===== src/rtl/seq_mult_pkg.sv =====
// Shared encodings, widths and payload types for the sequential 8x8 multiplier.
package seq_mult_pkg;

    localparam int unsigned WIDTH      = 8;
    localparam int unsigned PROD_W     = 2 * WIDTH;
    localparam int unsigned ITER_COUNT = 8;
    localparam int unsigned CNT_W      = 3;

    typedef enum logic [1:0] {
        ST_IDLE = 2'd0,
        ST_RUN  = 2'd1,
        ST_DONE = 2'd2
    } state_t;

    typedef struct packed {
        logic [WIDTH-1:0] a;
        logic [WIDTH-1:0] b;
    } operands_t;

    localparam logic [WIDTH-1:0] LOW_MASK = WIDTH'({(WIDTH-1){1'b1}});

    // Selects the multiplier bits still to be consumed after iteration cnt.
    function automatic logic [WIDTH-1:0] unprocessed_mask(input logic [CNT_W-1:0] cnt);
        return LOW_MASK >> cnt;
    endfunction

endpackage


===== src/rtl/seq_multiplier_8bit_if.sv =====
// Operand/product valid-ready bus between the operand source, the multiplier and its consumer.
interface seq_multiplier_8bit_if;
    import seq_mult_pkg::*;

    logic              in_valid;
    logic              in_ready;
    logic [WIDTH-1:0]  a;
    logic [WIDTH-1:0]  b;
    logic              out_valid;
    logic              out_ready;
    logic [PROD_W-1:0] product;
    logic              busy;

    modport master (
        output in_valid, a, b, out_ready,
        input  in_ready, out_valid, product, busy
    );

    modport slave (
        input  in_valid, a, b, out_ready,
        output in_ready, out_valid, product, busy
    );

endinterface


===== src/rtl/ripple_carry_adder_8bit.sv =====
// 8-bit ripple-carry adder used as the per-iteration adder of the multiplier.
module ripple_carry_adder_8bit
    import seq_mult_pkg::*;
(
    input  logic [WIDTH-1:0] a,
    input  logic [WIDTH-1:0] b,
    input  logic             cin,
    output logic [WIDTH-1:0] sum,
    output logic             cout
);

    logic [WIDTH:0] carry;

    assign carry[0] = cin;

    for (genvar i = 0; i < WIDTH; i++) begin : g_fa
        assign sum[i]     = a[i] ^ b[i] ^ carry[i];
        assign carry[i+1] = (a[i] & b[i]) | (carry[i] & (a[i] ^ b[i]));
    end

    assign cout = carry[WIDTH];

endmodule


===== src/rtl/seq_multiplier_8bit.sv =====
// Unsigned 8x8 shift-and-add multiplier, one ripple-carry add per RUN cycle.
// Optional early termination on exhausted multiplier bits: SEQ_MULT_EARLY_TERM_EN.
module seq_multiplier_8bit
    import seq_mult_pkg::*;
(
    input  logic               clk,
    input  logic               rst_n,
    seq_multiplier_8bit_if.slave bus
);

    localparam logic [CNT_W-1:0] LAST_CNT = CNT_W'(ITER_COUNT - 1);

    state_t            state_q, state_d;
    logic [WIDTH-1:0]  mcand_q, mcand_d;
    logic [WIDTH-1:0]  q_q, q_d;
    logic [WIDTH-1:0]  acc_q, acc_d;
    logic [CNT_W-1:0]  cnt_q, cnt_d;
    logic [PROD_W-1:0] product_q, product_d;
    logic              in_ready_q, in_ready_d;
    logic              out_valid_q, out_valid_d;
    logic              busy_q, busy_d;

    operands_t         ops;
    logic [WIDTH-1:0]  add_b;
    logic [WIDTH-1:0]  add_s;
    logic              add_c;
    logic [WIDTH-1:0]  acc_upd;
    logic [WIDTH-1:0]  q_upd;
    logic [PROD_W-1:0] prod_upd;
    logic              done_now;

    assign ops = '{a: bus.a, b: bus.b};

    // Partial product plus multiplicand-or-zero, selected by the current multiplier LSB.
    assign add_b = q_q[0] ? mcand_q : '0;

    ripple_carry_adder_8bit u_adder (
        .a    (acc_q),
        .b    (add_b),
        .cin  (1'b0),
        .sum  (add_s),
        .cout (add_c)
    );

    // Carry enters acc MSB and sum LSB enters q MSB, so no bit is lost on the shift.
    assign acc_upd = {add_c, add_s[WIDTH-1:1]};
    assign q_upd   = {add_s[0], q_q[WIDTH-1:1]};

`ifdef SEQ_MULT_EARLY_TERM_EN
    logic [CNT_W-1:0] shamt;

    // Stop once no set multiplier bits remain; realign the product for the skipped shifts.
    assign shamt    = LAST_CNT - cnt_q;
    assign done_now = (cnt_q == LAST_CNT) || ((q_upd & unprocessed_mask(cnt_q)) == '0);
    assign prod_upd = {acc_upd, q_upd} >> shamt;
`else
    assign done_now = (cnt_q == LAST_CNT);
    assign prod_upd = {acc_upd, q_upd};
`endif

    // State and datapath registers.
    always_ff @(posedge clk) begin
        if (!rst_n) begin
            state_q     <= ST_IDLE;
            mcand_q     <= '0;
            q_q         <= '0;
            acc_q       <= '0;
            cnt_q       <= '0;
            product_q   <= '0;
            in_ready_q  <= 1'b1;
            out_valid_q <= 1'b0;
            busy_q      <= 1'b0;
        end else begin
            state_q     <= state_d;
            mcand_q     <= mcand_d;
            q_q         <= q_d;
            acc_q       <= acc_d;
            cnt_q       <= cnt_d;
            product_q   <= product_d;
            in_ready_q  <= in_ready_d;
            out_valid_q <= out_valid_d;
            busy_q      <= busy_d;
        end
    end

    // Next-state, datapath update and registered-output decode.
    always_comb begin
        state_d   = state_q;
        mcand_d   = mcand_q;
        q_d       = q_q;
        acc_d     = acc_q;
        cnt_d     = cnt_q;
        product_d = product_q;

        unique case (state_q)
            ST_IDLE: begin
                if (bus.in_valid) begin
                    mcand_d = ops.a;
                    q_d     = ops.b;
                    acc_d   = '0;
                    cnt_d   = '0;
                    state_d = ST_RUN;
                end
            end
            ST_RUN: begin
                acc_d = acc_upd;
                q_d   = q_upd;
                cnt_d = CNT_W'(cnt_q + 1'b1);
                if (done_now) begin
                    product_d = prod_upd;
                    state_d   = ST_DONE;
                end
            end
            ST_DONE: begin
                if (bus.out_ready) begin
                    state_d = ST_IDLE;
                end
            end
            default: begin
                state_d = ST_IDLE;
            end
        endcase

        in_ready_d  = (state_d == ST_IDLE);
        busy_d      = (state_d == ST_RUN);
        out_valid_d = (state_d == ST_DONE);
    end

    assign bus.in_ready  = in_ready_q;
    assign bus.out_valid = out_valid_q;
    assign bus.busy      = busy_q;
    assign bus.product   = product_q;

endmodule


===== src/flat_wrapper.sv =====
// flat-port wrapper written by rule: the top's interface ports become plain ports
module seq_multiplier_8bit_flat import seq_mult_pkg::*;
  (clk, rst_n, bus_in_valid, bus_a, bus_b, bus_out_ready, bus_in_ready, bus_out_valid, bus_product, bus_busy);
  seq_multiplier_8bit_if bus_i ();
  input  logic clk;
  input  logic rst_n;
  input wire logic [$bits(bus_i.in_valid)-1:0] bus_in_valid;
  input wire logic [$bits(bus_i.a)-1:0] bus_a;
  input wire logic [$bits(bus_i.b)-1:0] bus_b;
  input wire logic [$bits(bus_i.out_ready)-1:0] bus_out_ready;
  output wire logic [$bits(bus_i.in_ready)-1:0] bus_in_ready;
  output wire logic [$bits(bus_i.out_valid)-1:0] bus_out_valid;
  output wire logic [$bits(bus_i.product)-1:0] bus_product;
  output wire logic [$bits(bus_i.busy)-1:0] bus_busy;
  assign bus_i.in_valid = bus_in_valid;
  assign bus_i.a = bus_a;
  assign bus_i.b = bus_b;
  assign bus_i.out_ready = bus_out_ready;
  assign bus_in_ready = bus_i.in_ready;
  assign bus_out_valid = bus_i.out_valid;
  assign bus_product = bus_i.product;
  assign bus_busy = bus_i.busy;
  seq_multiplier_8bit u_core (.clk(clk), .rst_n(rst_n), .bus(bus_i));
endmodule

===== config.mk =====
export PLATFORM = sky130hd
export DESIGN_NAME = seq_multiplier_8bit_flat
export DESIGN_NICKNAME = d
export VERILOG_FILES = /design/src/rtl/seq_mult_pkg.sv /design/src/rtl/seq_multiplier_8bit_if.sv /design/src/rtl/ripple_carry_adder_8bit.sv /design/src/rtl/seq_multiplier_8bit.sv /design/src/flat_wrapper.sv
export SDC_FILE = /design/constraint.sdc
export NUM_CORES = 1
export LEC_CHECK = 0
export ABC_AREA = 1
export BUFFER_PORTS_ARGS = -buffer_cell sky130_fd_sc_hd__buf_2
export CAP_MARGIN = 20
export CORE_AREA = 2 2 59 84
export CTS_CLUSTER_SIZE = 14
export DETAILED_ROUTE_END_ITERATION = 12
export DIE_AREA = 0 0 61 86
export GPL_TIMING_DRIVEN = 0
export PLACE_DENSITY = 0.78
export REMOVE_ABC_BUFFERS = 1
export SLEW_MARGIN = 30
export SYNTH_ARGS = -nofsm -noshare
export SYNTH_HDL_FRONTEND = slang
export SYNTH_SLANG_ARGS = --single-unit

===== constraint.sdc =====
create_clock -name clk -period 3.5 [get_ports clk]
set_input_delay 0.175 -clock clk [delete_from_list [all_inputs] [get_ports clk]]
set_output_delay 0.175 -clock clk [all_outputs]
set_load 0.01 [all_outputs]

Word level (Yosys, flattened, before mapping):

Index checks and enable logic that the tools add are counted.

* $add $sub $neg: 1
* equal/unequal tests: 6
* mux-type cells: 11
* bitwise gates (word level): 37
* reduce and logical (&&, ||, !) cells: 6

Operators by type and width (number)
* 8-bit one-hot mux with 2 select lines: 2
* 8-bit two-way mux: 3
* 1-bit AND: 15
* 1-bit XOR: 15
* 1-bit bitwise OR: 7
* 2-bit two-way mux: 3
* 2-bit one-hot mux with 3 select lines: 1
* 3-bit one-hot mux with 2 select lines: 1
* 2-bit AND reduction: 3
* 2-bit by 1-bit equality test with 1-bit output (second input constant): 2
* 2-bit equality test (second input constant): 2
* 2-bit zero test: 2
* 3-bit by 1-bit adder with 3-bit output (second input constant): 1
* 3-bit equality test (second input constant): 1
* 3-bit two-way mux: 1
* 2-bit != test (second input constant): 1
* 2-bit nonzero test: 1

* bits in registers: 48
* output and inout port bits: 19

Depth between registers and ports, before layout:

Gate-level depths: netlist (run 1).

* depth after elaboration: 17
* gate-level depth with buffers: 15

Cells and area by module:

From an unflattened synthesis (run 1), not the netlist that was laid out.

* cells, all modules: 274
* area total of the unflattened synthesis: 2099.5 µm²

By module, submodules not included
* seq_multiplier_8bit: times used 1, cells each 256, area each 1901.8 µm², seq. area each 960.9 µm²
* ripple_carry_adder_8bit: times used 1, cells each 18, area each 197.7 µm², seq. area each 0.0 µm²

Least setup slack after synthesis (run 1):

No wires, ideal clock.

* kind: reg2reg
* start: register u_core.q_q[0]
* end: register u_core.acc_q[6]
* setup time: 0.138 ns
* data arrival time: 3.747 ns
* path slack: -0.385 ns
* stages on the path, launching flop included: 16
* clock period less this slack: 3.885 ns
* cell sequence: dfxtp_1 clkbuf_1 nand2_1 inv_1 ha_1 inv_1 fa_1 fa_1 fa_1 fa_1 fa_1 fa_1 fa_1 inv_1 nand2_1 a21oi_2

* cells in the longest elaborated chain, start to end: 16
* elaborated cells on any way between the ends: 29
* those cells by class: mux (2); bitwise (27)

Ends and longest elaborated chain
* start: declaration: RTL line seq_multiplier_8bit.sv:15 `logic [WIDTH-1:0] q_q, q_d;`
* start signal: assignment: RTL line seq_multiplier_8bit.sv:76 `q_q <= q_d;`
* 8-bit two-way mux *: RTL line seq_multiplier_8bit.sv:35 `assign add_b = q_q[0] ? mcand_q : '0;`
* 1-bit AND or 1-bit XOR (tied branches): RTL line ripple_carry_adder_8bit.sv:18 `assign carry[i+1] = (a[i] & b[i]) | (carry[i] & (a[i] ^ b[i]));`
* 1-bit AND: RTL line ripple_carry_adder_8bit.sv:18
* 1-bit bitwise OR: RTL line ripple_carry_adder_8bit.sv:18
* 1-bit AND: RTL line ripple_carry_adder_8bit.sv:18
* 1-bit bitwise OR: RTL line ripple_carry_adder_8bit.sv:18
* 1-bit AND: RTL line ripple_carry_adder_8bit.sv:18
* 1-bit bitwise OR: RTL line ripple_carry_adder_8bit.sv:18
* 1-bit AND: RTL line ripple_carry_adder_8bit.sv:18
* 1-bit bitwise OR: RTL line ripple_carry_adder_8bit.sv:18
* 1-bit AND: RTL line ripple_carry_adder_8bit.sv:18
* 1-bit bitwise OR: RTL line ripple_carry_adder_8bit.sv:18
* 1-bit AND: RTL line ripple_carry_adder_8bit.sv:18
* 1-bit bitwise OR: RTL line ripple_carry_adder_8bit.sv:18
* 1-bit XOR *: RTL line ripple_carry_adder_8bit.sv:17 `assign sum[i] = a[i] ^ b[i] ^ carry[i];`
* 8-bit one-hot mux with 2 select lines *: RTL line seq_multiplier_8bit.sv:95 `unique case (state_q)`
* end signal: assignment: RTL line seq_multiplier_8bit.sv:67 `acc_q <= '0;`
* end signal: assignment: RTL line seq_multiplier_8bit.sv:77 `acc_q <= acc_d;`
* end: declaration: RTL line seq_multiplier_8bit.sv:16 `logic [WIDTH-1:0] acc_q, acc_d;`

Mark *: on every way between the ends. The rest lies on a longest branch, timed or not.
A chain may end at the register's enable or synchronous reset.

Final worst setup path (run 1):

* start: register u_core.q_q[0]
* end: register u_core.product_q[14] (netlist: u_core.bus.product[14])

* cells in the longest elaborated chain, start to end: 15
* elaborated cells on any way between the ends: 28
* those cells by class: mux (1); bitwise (27)

Ends and longest elaborated chain
* 8-bit two-way mux *: RTL line seq_multiplier_8bit.sv:35
* 1-bit AND or 1-bit XOR (tied branches): RTL line ripple_carry_adder_8bit.sv:18
* 1-bit AND: RTL line ripple_carry_adder_8bit.sv:18
* 1-bit bitwise OR: RTL line ripple_carry_adder_8bit.sv:18
* 1-bit AND: RTL line ripple_carry_adder_8bit.sv:18
* 1-bit bitwise OR: RTL line ripple_carry_adder_8bit.sv:18
* 1-bit AND: RTL line ripple_carry_adder_8bit.sv:18
* 1-bit bitwise OR: RTL line ripple_carry_adder_8bit.sv:18
* 1-bit AND: RTL line ripple_carry_adder_8bit.sv:18
* 1-bit bitwise OR: RTL line ripple_carry_adder_8bit.sv:18
* 1-bit AND: RTL line ripple_carry_adder_8bit.sv:18
* 1-bit bitwise OR: RTL line ripple_carry_adder_8bit.sv:18
* 1-bit AND: RTL line ripple_carry_adder_8bit.sv:18
* 1-bit bitwise OR: RTL line ripple_carry_adder_8bit.sv:18
* 1-bit XOR *: RTL line ripple_carry_adder_8bit.sv:17
* end signal: assignment: RTL line seq_multiplier_8bit.sv:79 `product_q <= product_d;`
* end: declaration: RTL line seq_multiplier_8bit.sv:18 `logic [PROD_W-1:0] product_q, product_d;`

Marked as above.

==> flow_metrics.tcl, run 1 <==
set metrics [dict create \
    status "finished with violations" \
    violations "setup timing" \
    finalPower_mw 1.01 \
    ys.warnings.count 0 \
    crit_path_max_incr_delay_ns 0.48 \
    cp-end-kind "flop" \
    insertion_delay_ns 0.31 \
    post-place-ws_ns -0.526 \
    vias 1732 \
    top_usage_layer "met2" \
    coreArea_um2 4460 \
    clkTransAtPathRegs_ns 0.09 \
    path_max_fanout 3 \
    power_density_nw_per_um2 405 \
    min_path_type "input pin to flop" \
    wirelength_mm 4.18 \
    antenna_found_initial 0 \
    rsz0062_at_grt "true" \
    htreeDepth 2 \
    drt_iter0_drc 114 \
    drc_errors 0 \
    worst_path_max_delay_cell "fa_1" \
    use_met1_pct 21.1 \
    period_needed_ns 3.58 \
    port_buffers 38 \
    met3_usage_pct 4.83 \
    worstPathArrival_ns 3.73 \
    start_util_pct 48.1 \
    multi_input_area_um2 1030 \
    cts_tree "done" \
    cts-root-buf "clkbuf_8" \
    ir_drop_mv 0.206 \
    relSlewSlack_pct 39.6 \
    cts_max_path_buffers 2 \
    fmax_mhz 280 \
    syn_area_um2 2140 \
    diodes 0 \
    die_h_um 86 \
    post_synth_inst_count 272 \
    maxCapViolCount 0 \
    grt_util_met2_pct 32.7 \
    ant_nets 0 \
    hold_viol 0 \
    cts_hold_buf 0 \
    startpoint_type "flop" \
    layout-drive-gt1-share_pct 28.3 \
    final_core_util_pct 56.0 \
    worst-setup-path-type "flop to flop" \
    ys_seq_elements 48 \
    nNetsFinal 340 \
    grt_first_pass_wirelength_mm 7.36 \
    dieWidth_um 61 \
    syn_to_final_growth_pct 16.6 \
    crit_top_cell "fa_2" \
    leakagePower_nw 1.13 \
    top_level_ports 39 \
    regArea_um2 965 \
    gp_congestion 0.775 \
    grt_use_total_pct 18.6 \
    grt_overflow 0 \
    avgViaCountPerCell 4.64 \
    tightest_slew_ns 0.905 \
    grt_max_degree 26 \
    avgSynthCellArea_um2 7.88 \
    min_period_over_period_pct 102 \
    synth_area_leader_cell "dfxtp_1" \
    fillers 445 \
    finalClockSkew_ns 0.0117 \
    dp_hpwl_mm 2.83 \
    rows 29 \
    crit_chain "nand2_2 -> inv_2 -> ha_4 -> inv_2 -> fa_2 -> fa_2 -> fa_2 -> fa_2 -> fa_2 -> fa_2 -> fa_1 -> inv_1 -> nand2_1 -> a21oi_1" \
    synth_area_leaders "dfxtp_1 (45%), nand2_1 (10%), nor2_1 (8.2%)" \
    place_area_um2 2350 \
    slew_violations 0 \
    worst_slack_ns -0.0777 \
    seq_area_frac_synth_pct 44.8 \
    cts.sinks 48 \
    holdWs_ns 0.120 \
    critPathRequiredTime_ns 3.65 \
    cts_buffers 5 \
    synth.distinct_cells 22 \
    die_area_um2 5250 \
    drt_pre_antenna_iters 4 \
    grt_pass1_vias 1734 \
    finalSetupViolCount 2 \
    cp-startpoint "u_core.q_q[0]" \
    regToRegStartpoint "u_core.q_q[0]" \
    post_drt_wl_per_cell_um 11.2 \
    design_area_um2 2500 \
    min-delay-start "bus_a[0]" \
    synth_top_area_share_pct 44.8 \
]
cell families after synthesis:
family	after synthesis	synth area share, %
and+or+nand+nor	136	28.0
buffers and inverters	41	8.69
AOI/OAI and AO/OA	37	10.2
DFF	48	44.8
adders and majority gates	10	8.28
worst max-delay path, delay by kind of cell, from the launching register on:
family | cells | cell delay, ns
flops | 1 | 0.38
compound gates | 1 | 0.06
buf+inv | 3 | 0.14
fa+ha+maj | 8 | 2.73
simple gates | 2 | 0.11
power by group:
group | switching, mW | total, mW | internal, mW
Sequential | 0.0116 | 0.575 | 0.563
Combinational | 0.0551 | 0.0875 | 0.0324
Clock | 0.190 | 0.350 | 0.160
final timing paths:
check | cells after the start | endpoint | slack, ns
worst min register to register | 2 | u_core.bus.product[13] | 0.46
worst max-delay path | 14 | u_core.bus.product[14] | -0.08
worst max register to register | 14 | u_core.bus.product[14] | -0.08
worst min-delay path | 3 | u_core.mcand_q[0] | 0.12
stage by stage:
step	TNS, ns	instances
floorplan	-0.930	262
global placement	-2.16	362
detailed placement	-2.19	362
CTS	-0.132	373
global route	-0.490	373
finish	-0.139	373
area by class of cell:
cell class / instances / area share [%]
clock buffers: 6 / 3.30
clock inverters: 2 / 0.601
inverters: 31 / 4.80
multi-input cells: 183 / 41.1
flip-flops and latches: 48 / 38.6
well taps: 62 / 3.10
repair buffers: 41 / 8.51
sequential cells by signal, indices dropped and copies added, names as in the netlist:
register and cells:
u_core.mcand_q 8, u_core.bus.product 16, u_core.bus.out_valid 1, u_core.cnt_q 3, u_core.acc_q 8, u_core.state_q 2
u_core.q_q 8, u_core.bus.busy 1, u_core.bus.in_ready 1
placed cells by master, fill, tap and decap left out:
| cell type | count |
|---|---|
| nand2_2 | 10 |
| a21oi_1 | 10 |
| dfxtp_1 | 47 |
| inv_4 | 1 |
| nand2_4 | 3 |
| ha_1 | 2 |
| ha_4 | 1 |
| o21ai_0 | 18 |
| nand3b_1 | 1 |
| buf_2 | 38 |
| nor2_4 | 3 |
| nand3_1 | 15 |
| inv_1 | 25 |
| fa_2 | 6 |
| nand2_1 | 57 |
| dfxtp_4 | 1 |
| buf_4 | 3 |
| clkbuf_8 | 6 |
| fa_1 | 1 |
| inv_2 | 4 |
| clkinv_2 | 1 |
| a21oi_2 | 9 |
| clkinvlp_4 | 2 |
| nor2_1 | 47 |
cell usage after synthesis:
library cell,n
nand2_4,3
nor2_4,3
clkbuf_1,4
clkinv_2,1
nand3_1,15
dfxtp_1,48
a21oi_1,10
buf_1,1
fa_1,7
buf_12,1
nand3b_1,1
buf_4,3
inv_2,1
inv_1,28
o21ai_0,18
a21oi_2,9
nor2_1,47
inv_4,1
nand2_2,9
ha_1,3
nand2_1,58
buf_2,1
timing repair:
item                                    in CTS  in global routing
endpoints found under the setup margin       6                  4
pin swaps                                    1                  3
resized for setup                            8                  6
buffers inserted                             3                  0
layer usage:
metal  part of all wire [%]  vias up
li1                       -      912
met1                     43      777
met2                     50       38
met3                    4.9        5
met4                    1.5        0
met5                      0        -
No activity file was read; power rests on OpenSTA's default activity.
==> run 2, diff against run 1 <==
Settings changed: CELL_PAD_IN_SITES_DETAIL_PLACEMENT set to 1, CELL_PAD_IN_SITES_GLOBAL_PLACEMENT set to 1, CORE_AREA 2 2 59 84 to 2 2 68 96, DIE_AREA 0 0 61 86 to 0 0 70 98, SLEW_MARGIN 30 to not set, SYNTH_HIERARCHICAL set to 1.
==> run 2 against run 1 <==
Compared with the run above:
- the run still ends with setup timing left
- combinational power is 1% higher
- sequential power hardly changed
- setup slack worse by 0.084 ns
- count of clock-buffer cells in the layout is 2 higher
- power is 1.1% lower
- fmax is 2.3% lower
- worst hold slack better by 0.0027 ns
- area after synthesis is 2.1% lower
- cell area is 2.1% lower
- die area is 31% higher
- largest cell class unchanged
==> flow_metrics.tcl, run 2 <==
set metrics [dict create \
    status "finished with violations" \
    violations "setup timing" \
    cts-root-buf "clkbuf_8" \
    power_density_nw_per_um2 409 \
    avgSynthCellArea_um2 7.66 \
    fmax_mhz 273 \
    async_reset_ff_share_pct 0 \
    final_core_util_pct 40.5 \
    layout_common_cells "nor2_1 (63), nand2_1 (49), dfxtp_1 (47)" \
    synth.distinct_cells 23 \
    yosysMostFrequentCell "nor2_1" \
    grt_first_pass_wirelength_mm 8.49 \
    avgViaCountPerCell 4.71 \
    synth_area_leader_cell "dfxtp_1" \
    post_drt_wl_per_cell_um 12.8 \
    worstPathArrival_ns 3.89 \
    finalSetupViolCount 2 \
    start_util_pct 34.8 \
    ir_drop_mv 0.176 \
    antenna_found_initial 0 \
    rsz0062_at_grt "true" \
    min_period_over_period_pct 105 \
    syn_to_final_growth_pct 16.6 \
    layout-drive-gt1-share_pct 22.5 \
    min_path_type "input pin to flop" \
    hold_viol 0 \
    coreArea_um2 6040 \
    seq_area_frac_synth_pct 45.8 \
    synth_top_area_share_pct 45.8 \
    grt_pass1_vias 1857 \
    post_synth_inst_count 274 \
    cts.sinks 48 \
    cp-end-kind "flop" \
    synth.top_cells.by_count "nor2_1 (63), nand2_1 (50), dfxtp_1 (48)" \
    dieWidth_um 70 \
    die_area_um2 6860 \
    maxCapViolCount 0 \
    startpoint_type "flop" \
    worst-setup-path-type "flop to flop" \
    fillers 784 \
    clkTransAtPathRegs_ns 0.08 \
    port_buffers 38 \
    cts_buffers 5 \
    relSlewSlack_pct 64.3 \
    diodes 0 \
    wirelength_mm 4.89 \
    dp_hpwl_mm 3.34 \
    worst_slack_ns -0.162 \
    worst_path_max_delay_cell "fa_1" \
    critPathRequiredTime_ns 3.72 \
    grt_overflow 0 \
    htreeDepth 2 \
    crit_path_max_incr_delay_ns 0.40 \
    top_level_ports 39 \
    drt_pre_antenna_iters 4 \
    drc_errors 0 \
    synth_flop_cell "dfxtp_1" \
    largest_register_ffs 16 \
    crit_chain "nand2_2 -> inv_2 -> fa_2 -> inv_2 -> fa_2 -> inv_2 -> fa_2 -> fa_2 -> fa_2 -> fa_2 -> fa_2 -> inv_2 -> fa_1 -> inv_1 -> nand2_1 -> a21oi_2" \
    finalPower_mw 1.00 \
    period_needed_ns 3.66 \
    crit_top_cell "fa_2" \
    ys_seq_elements 48 \
    final_common_cell "nor2_1" \
    tightest_slew_ns 0.532 \
    slew_violations 0 \
    nNetsFinal 340 \
    cts_hold_buf 0 \
    ant_nets 0 \
    cts_tree "done" \
    path_max_fanout 2 \
    die_h_um 98 \
    cts_max_path_buffers 2 \
    insertion_delay_ns 0.30 \
    gp_congestion 0.692 \
    ys.warnings.count 6 \
    synth_edf_count 0 \
    drt_iter0_drc 64 \
    synth_area_leaders "dfxtp_1 (46%), nor2_1 (11%), nand2_1 (8.9%)" \
    vias 1803 \
    leakagePower_nw 1.23 \
    grt_max_degree 33 \
    syn_area_um2 2100 \
    finalClockSkew_ns 0.00631 \
    grt_use_total_pct 15.3 \
    rows 34 \
]
-- run 2: changes by cell type after synthesis, moves of 2 or more --
| cell | before | now |
|---|---|---|
| a21oi_2 | 9 | 2 |
| buf_2 | 1 | 3 |
| o21ai_0 | 18 | 26 |
| nor2_1 | 47 | 63 |
| buf_4 | 3 | 1 |
| nand2_1 | 58 | 50 |
| nand2_2 | 9 | 1 |
-- run 2: kinds of logic after synthesis --
family	count (synthesis)	share of synthesized area, %
AND/OR/NAND/NOR	136	27.7
adder cells (fa/ha/maj)	10	8.82
flip-flops	48	45.8
buffers and inverters	42	8.40
AO/OA/AOI/OAI	37	9.18
other	1	0.179
-- run 2: what timing repair did --
item,CTS,global route
resized for setup,14,0
endpoints found under the setup margin,6,5
pin swaps,8,3
buffers inserted,1,0
-- run 2: metal layers --
layer | up-vias | part of all wire, % | track usage [%]
met5 | - | 0 | 0
met4 | 0 | 1.8 | 5.77
met3 | 7 | 3.9 | 3.30
met2 | 33 | 51 | 27.9
met1 | 854 | 43 | 17.1
li1 | 909 | - | -
-- run 2: where the power goes --
group	total (mW)	switching (mW)	leakage, nW	internal (mW)
combinational	0.0884	0.0563	0.791	0.0321
sequential	0.576	0.0120	0.392	0.564
clock	0.338	0.177	0.0455	0.161
total	1.00	0.245	1.23	0.757
-- run 2: stage by stage --
stage	cells	instance area (um^2)	hold slack [ns]	worst slack (ns)	TNS [ns]
after floorplan	264	2050	0.244	-0.243	-0.410
after global placement	374	2330	0.422	-0.480	-1.34
after detailed placement	374	2330	0.433	-0.561	-1.79
after CTS	383	2450	0.115	-0.233	-0.380
after global routing	383	2450	0.142	-0.263	-0.459
final	383	2450	0.122	-0.162	-0.228
-- run 2: area by class of cell --
cell class              count  area [um^2]  share of cell area (%)
repair buffers             39          198                    8.07
multi-input cells         184          982                    40.1
clock buffers               8         90.1                    3.68
flip-flops and latches     48          965                    39.4
well taps                  72         90.1                    3.68
inverters                  32          124                    5.06
-- run 2: worst max-delay path: cells and delay by family, from the launching register on --
kind                     cells  cell delay, ns
AO/OA/AOI/OAI                1            0.13
AND/OR/NAND/NOR              2            0.13
flip-flops                   1            0.36
buffers and inverters        5            0.30
adder cells (fa/ha/maj)      8            2.67
-- run 2: worst paths after layout --
kind / from / to / slack (ns) / cells past startpoint
max: u_core/q_q[0] / u_core/acc_q[6] / -0.16 / 16
min: bus_a[7] / u_core/mcand_q[7] / 0.12 / 3
max reg2reg: u_core/q_q[0] / u_core/acc_q[6] / -0.16 / 16
min reg2reg: u_core/cnt_q[1] / u_core/cnt_q[1] / 0.47 / 2
